===== config.mk =====
export PLATFORM = sky130hd
export DESIGN_NAME = down_counter
export DESIGN_NICKNAME = d
export VERILOG_FILES = /design/src/rtl/down_counter_pkg.sv /design/src/rtl/down_counter.sv
export SDC_FILE = /design/constraint.sdc
export NUM_CORES = 1
export LEC_CHECK = 0
export ABC_AREA = 0
export CAP_MARGIN = 10
export CORE_MARGIN = 5
export CORE_UTILIZATION = 49
export DETAILED_ROUTE_END_ITERATION = 10
export PLACE_DENSITY = 0.89
export SKIP_LAST_GASP = 1
export SYNTH_ARGS = -nofsm -noshare
export SYNTH_HDL_FRONTEND = slang
export SYNTH_SLANG_ARGS = --single-unit

===== constraint.sdc =====
create_clock -name aclk -period 2.2 [get_ports aclk]
set_input_delay 0.22 -clock aclk [delete_from_list [all_inputs] [get_ports aclk]]
set_output_delay 0.22 -clock aclk [all_outputs]
set_load 0.005 [all_outputs]

===== src/rtl/down_counter_pkg.sv =====
// Shared types and constants for the loadable down-counter.
// Optional periodic reload is enabled by defining DOWN_COUNTER_RELOAD_EN.
package down_counter_pkg;

  localparam int unsigned DOWN_COUNTER_DEFAULT_WIDTH = 8;

  typedef enum logic [1:0] {
    IDLE = 2'd0,
    RUN  = 2'd1,
    DONE = 2'd2
  } state_t;

endpackage


===== src/rtl/down_counter.sv =====
// Loadable down-counter with valid/ready load, one-cycle done pulse and wrapping expiry tally.
// Define DOWN_COUNTER_RELOAD_EN to build the reload register for periodic done pulses.
module down_counter
  import down_counter_pkg::*;
#(
  parameter int unsigned WIDTH = DOWN_COUNTER_DEFAULT_WIDTH
) (
  input  logic             aclk,
  input  logic             srst,
  input  logic             load_valid,
  output logic             load_ready,
  input  logic [WIDTH-1:0] load_value,
  input  logic             clr,
  input  logic             dec,
  output logic [WIDTH-1:0] out,
  output logic             busy,
  output logic             done,
  output logic [WIDTH-1:0] expired
);

  state_t           state_q, state_d;
  logic [WIDTH-1:0] out_q, out_d;
  logic [WIDTH-1:0] expired_q, expired_d;
  logic             load_ready_q, load_ready_d;
  logic             busy_q, busy_d;
  logic             done_q, done_d;
`ifdef DOWN_COUNTER_RELOAD_EN
  logic [WIDTH-1:0] reload_q, reload_d;
`endif

  // State and registered outputs
  always_ff @(posedge aclk) begin
    if (srst) begin
      state_q      <= IDLE;
      out_q        <= '0;
      expired_q    <= '0;
      load_ready_q <= 1'b1;
      busy_q       <= 1'b0;
      done_q       <= 1'b0;
`ifdef DOWN_COUNTER_RELOAD_EN
      reload_q     <= '0;
`endif
    end else begin
      state_q      <= state_d;
      out_q        <= out_d;
      expired_q    <= expired_d;
      load_ready_q <= load_ready_d;
      busy_q       <= busy_d;
      done_q       <= done_d;
`ifdef DOWN_COUNTER_RELOAD_EN
      reload_q     <= reload_d;
`endif
    end
  end

  // Next state and datapath; clr overrides any load or decrement
  always_comb begin
    state_d   = state_q;
    out_d     = out_q;
    expired_d = expired_q;
`ifdef DOWN_COUNTER_RELOAD_EN
    reload_d  = reload_q;
`endif
    if (clr) begin
      state_d  = IDLE;
      out_d    = '0;
`ifdef DOWN_COUNTER_RELOAD_EN
      reload_d = '0;
`endif
    end else begin
      case (state_q)
        IDLE: begin
          if (load_valid) begin
`ifdef DOWN_COUNTER_RELOAD_EN
            reload_d = load_value;
`endif
            if (load_value != '0) begin
              state_d = RUN;
              out_d   = load_value;
            end else begin
              state_d = DONE;
            end
          end
        end
        RUN: begin
          if (dec) begin
            out_d = out_q - WIDTH'(1);
            if (out_q == WIDTH'(1)) state_d = DONE;
          end
        end
        DONE: begin
          expired_d = expired_q + WIDTH'(1);
          state_d   = IDLE;
`ifdef DOWN_COUNTER_RELOAD_EN
          if (reload_q != '0) begin
            state_d = RUN;
            out_d   = reload_q;
          end
`endif
        end
        default: begin
          state_d = IDLE;
          out_d   = '0;
        end
      endcase
    end
    // Status flags are registered copies of the next state's decode
    load_ready_d = (state_d == IDLE);
    busy_d       = (state_d == RUN);
    done_d       = (state_d == DONE);
  end

  assign load_ready = load_ready_q;
  assign busy       = busy_q;
  assign done       = done_q;
  assign out        = out_q;
  assign expired    = expired_q;

endmodule


==> impl_results.md <==
- RSZ-0062 raised after global routing: false
- Die area: 3250 sq um
- Detailed Route Iter0 Violations: 76
- Slew margin rel.: 49.7%
- Leak pwr: 0.520 nW
- Async SR Flop Fraction: 0%
- Max-slew violation total from the final report: 0
- Total Neg Setup Slack: 0 ps
- Maximum clock insertion buffer count: 2
- Worst-margin pin slew: 748 ps
- Routed WL: 2730 um
- Worst setup SP type: flop
- Min Tclk post-route: 1840 ps
- Final setup margin: 360 ps
- Final Cycle Share: 83.7%
- Die Wd: 57.0 um
- Met1 Usage GRT: 18.9%
- Residual DRC: 0
- Mapped Cells: 129
- Vias in the first global route: 1050
- CTS root buf: clkbuf_4
- Post-CTS sizing: 0
- Design area: 1450 sq um
- Mapped Nets: 145
- Post-synthesis sequential area ratio: 38.8%
- Synthesized cell area: 1080 sq um
- H-tree depth: 1
- GRT met2 Usage: 31.2%
- Largest family of logic cells by synthesized area: simple AND/OR/NAND/NOR gates
- Pre-CTS setup slack: 203 ps
- CTS Sinks: 21
- Port Buffer Count: 31
- Simple-gate share of the synthesized area: 24.4%
- GRT Residual Overflow: 0
- Multiplexer area fraction after synthesis: 0.925%
- Largest net degree at the start of global routing: 15
- Post-CTS Setup Inserts: 0
- Max Fclk: 543 MHz
- Area grow syn2layout: 33.9%
- HP Class: reg2reg
- PD cells: 490 nW/um^2
- Unique cell type count in the Yosys netlist: 37
- Layer with the highest usage: met2
- Core Footprint: 2170 sq um
- Adder-cell share of the synthesized area: 3.47%
- Post-DRT Antenna Nets: 0
- Ant diodes: 0
- Cells after DPL: 185
- Ys Warns: 0
- NumNets Final: 178
- Worst r2r src: state_q[0]
- Post-synth EDFFs: 0
- Worst Setup SP: state_q[0]
- Post-Layout Cell Count: 189
- Gpl congestion: 0.896
- Post-synthesis xor/xnor area fraction: 5.66%
- Critical Path Sink Type: flop
- Starting density of the core: 49.9%
- Worst skew pair latency: 300 ps
- Via count: 1090
- Crit-path max FO: 12
- Die Y-Extent: 57.0 um
- Clock Skew: 1.08 ps
- Global-route wire length before repair: 4420 um
- TritonCTS Buffers: 3
- Compound-Gate Fraction of Synth Area: 23.5%
- Peak VDD IR: 0.294 mV
- Initial antenna violation count: 0
- IO Pins: 32
- CP Class: reg2reg
- Final setup violation count: 0
- Hold Vio Cnt, Final: 0
- Avg Inst Size Synth: 8.39 sq um
- Met3 global-route usage: 3.62%
- Hold Buf Count CTS: 0
- Top FF cell, synth: dfxtp_1
- Hold Startpoint: out[1]
- Vias per inst: 5.77
- Status: finished clean
- Worst Path Required: 2400 ps
- Gr usage total: 17.0%
- Placed cell area: 1420 sq um
- Fin Hold WS: 513 ps
- WL per Instance: 14.4 um
- Arr. time, crit path: 2040 ps
- Worst-path clk slew: 110 ps
- Max Cap Viol: 0
- Layout cells sized above 1: 8.07%
- Drt pass-1 iters: 4
- Yosys reg bits: 21
- FP Rows: 17
- Hpwl dp: 2120 um
- TritonCTS clock tree: yes
==> where the power goes <==
| group | leakage (nW) | internal [mW] | switching [mW] |
|---|---|---|---|
| registers | 0.170 | 0.389 | 0.0119 |
| clock network | 0.0150 | 0.0708 | 0.111 |
| logic | 0.334 | 0.0630 | 0.0634 |
| total | 0.520 | 0.523 | 0.187 |
==> cell usage after synthesis (all sizes together), types with 2 or more instances <==
cell     instances  area share (%)
o31ai            2             1.4
a2111oi          2             1.6
inv              4             1.4
nor2            18             6.2
dfxtp           21              39
nor3             7             3.2
a21oi           10             5.0
a31oi            3             1.7
nand2            9             3.1
o211ai           2             1.4
ha               3             3.5
nand3            4             1.8
xnor2            2             1.6
and3             3             1.7
clkbuf           4             1.4
or4              2             2.1
xor2             5             4.0
nand4            3             1.7
o21ai           10             5.7
==> registers in the layout, indices dropped and copies added, names as in the netlist <==
signal / cells
load_ready: 1
busy: 1
state_q: 2
expired: 8
done: 1
out: 8
==> placed cells by master, fill, tap and decap left out, types with 5 or more instances in the layout <==
master           count
clkdlybuf4s50_1     31
o21ai_1              5
nand2_1              9
a21oi_1              9
nor2_1              18
nor3_1               7
xor2_1               5
dfxtp_1             21
==> per-layer routing <==
metal | vias up | routed length (um) | share of wire [%]
met1 | 488 | 1090 | 40
met4 | 0 | 68 | 2.5
met2 | 55 | 1370 | 50
met3 | 9 | 200 | 7.3
met5 | - | 0 | 0
li1 | 538 | - | -
==> metrics by stage <==
stage,util [%],total power [mW]
5_1_grt,66.8,0.752
3_3_place_gp,65.6,0.531
4_1_cts,66.8,0.717
3_5_place_dp,65.6,0.534
6_report,66.8,0.710
2_1_floorplan,-,0.475
==> final timing paths <==
kind / endpoint / slack (ps) / depth (start not counted)
worst max-delay path: out[4] / 360 / 5
worst min-delay path: out[1] / 510 / 2
worst max register to register: out[4] / 360 / 5
worst min register to register: out[1] / 510 / 2
==> cell type report <==
type                    count  area (sq um)
flip-flops and latches     21           420
clock buffers               4          26.3
inverters                   4          15.0
repair buffers             33           325
well taps                  28          35.0
multi-input cells          99           627
fillers                   195           721
==> critical path: stages (launching register included) <==
cell and delay, ps:
dfxtp_1 600, inv_1 280, o21bai_1 370, o21ai_1 210, nand2_1 170, o22ai_1 110
==> cell families after synthesis <==
| kind of cell | Yosys count |
|---|---|
| AND/OR/NAND/NOR | 52 |
| AO/OA/AOI/OAI | 36 |
| flip-flops | 21 |
| buffers and inverters | 9 |
| XOR/XNOR | 7 |
| adder cells (fa/ha/maj) | 3 |
| multiplexers | 1 |
(Power assumes the default switching activity.)
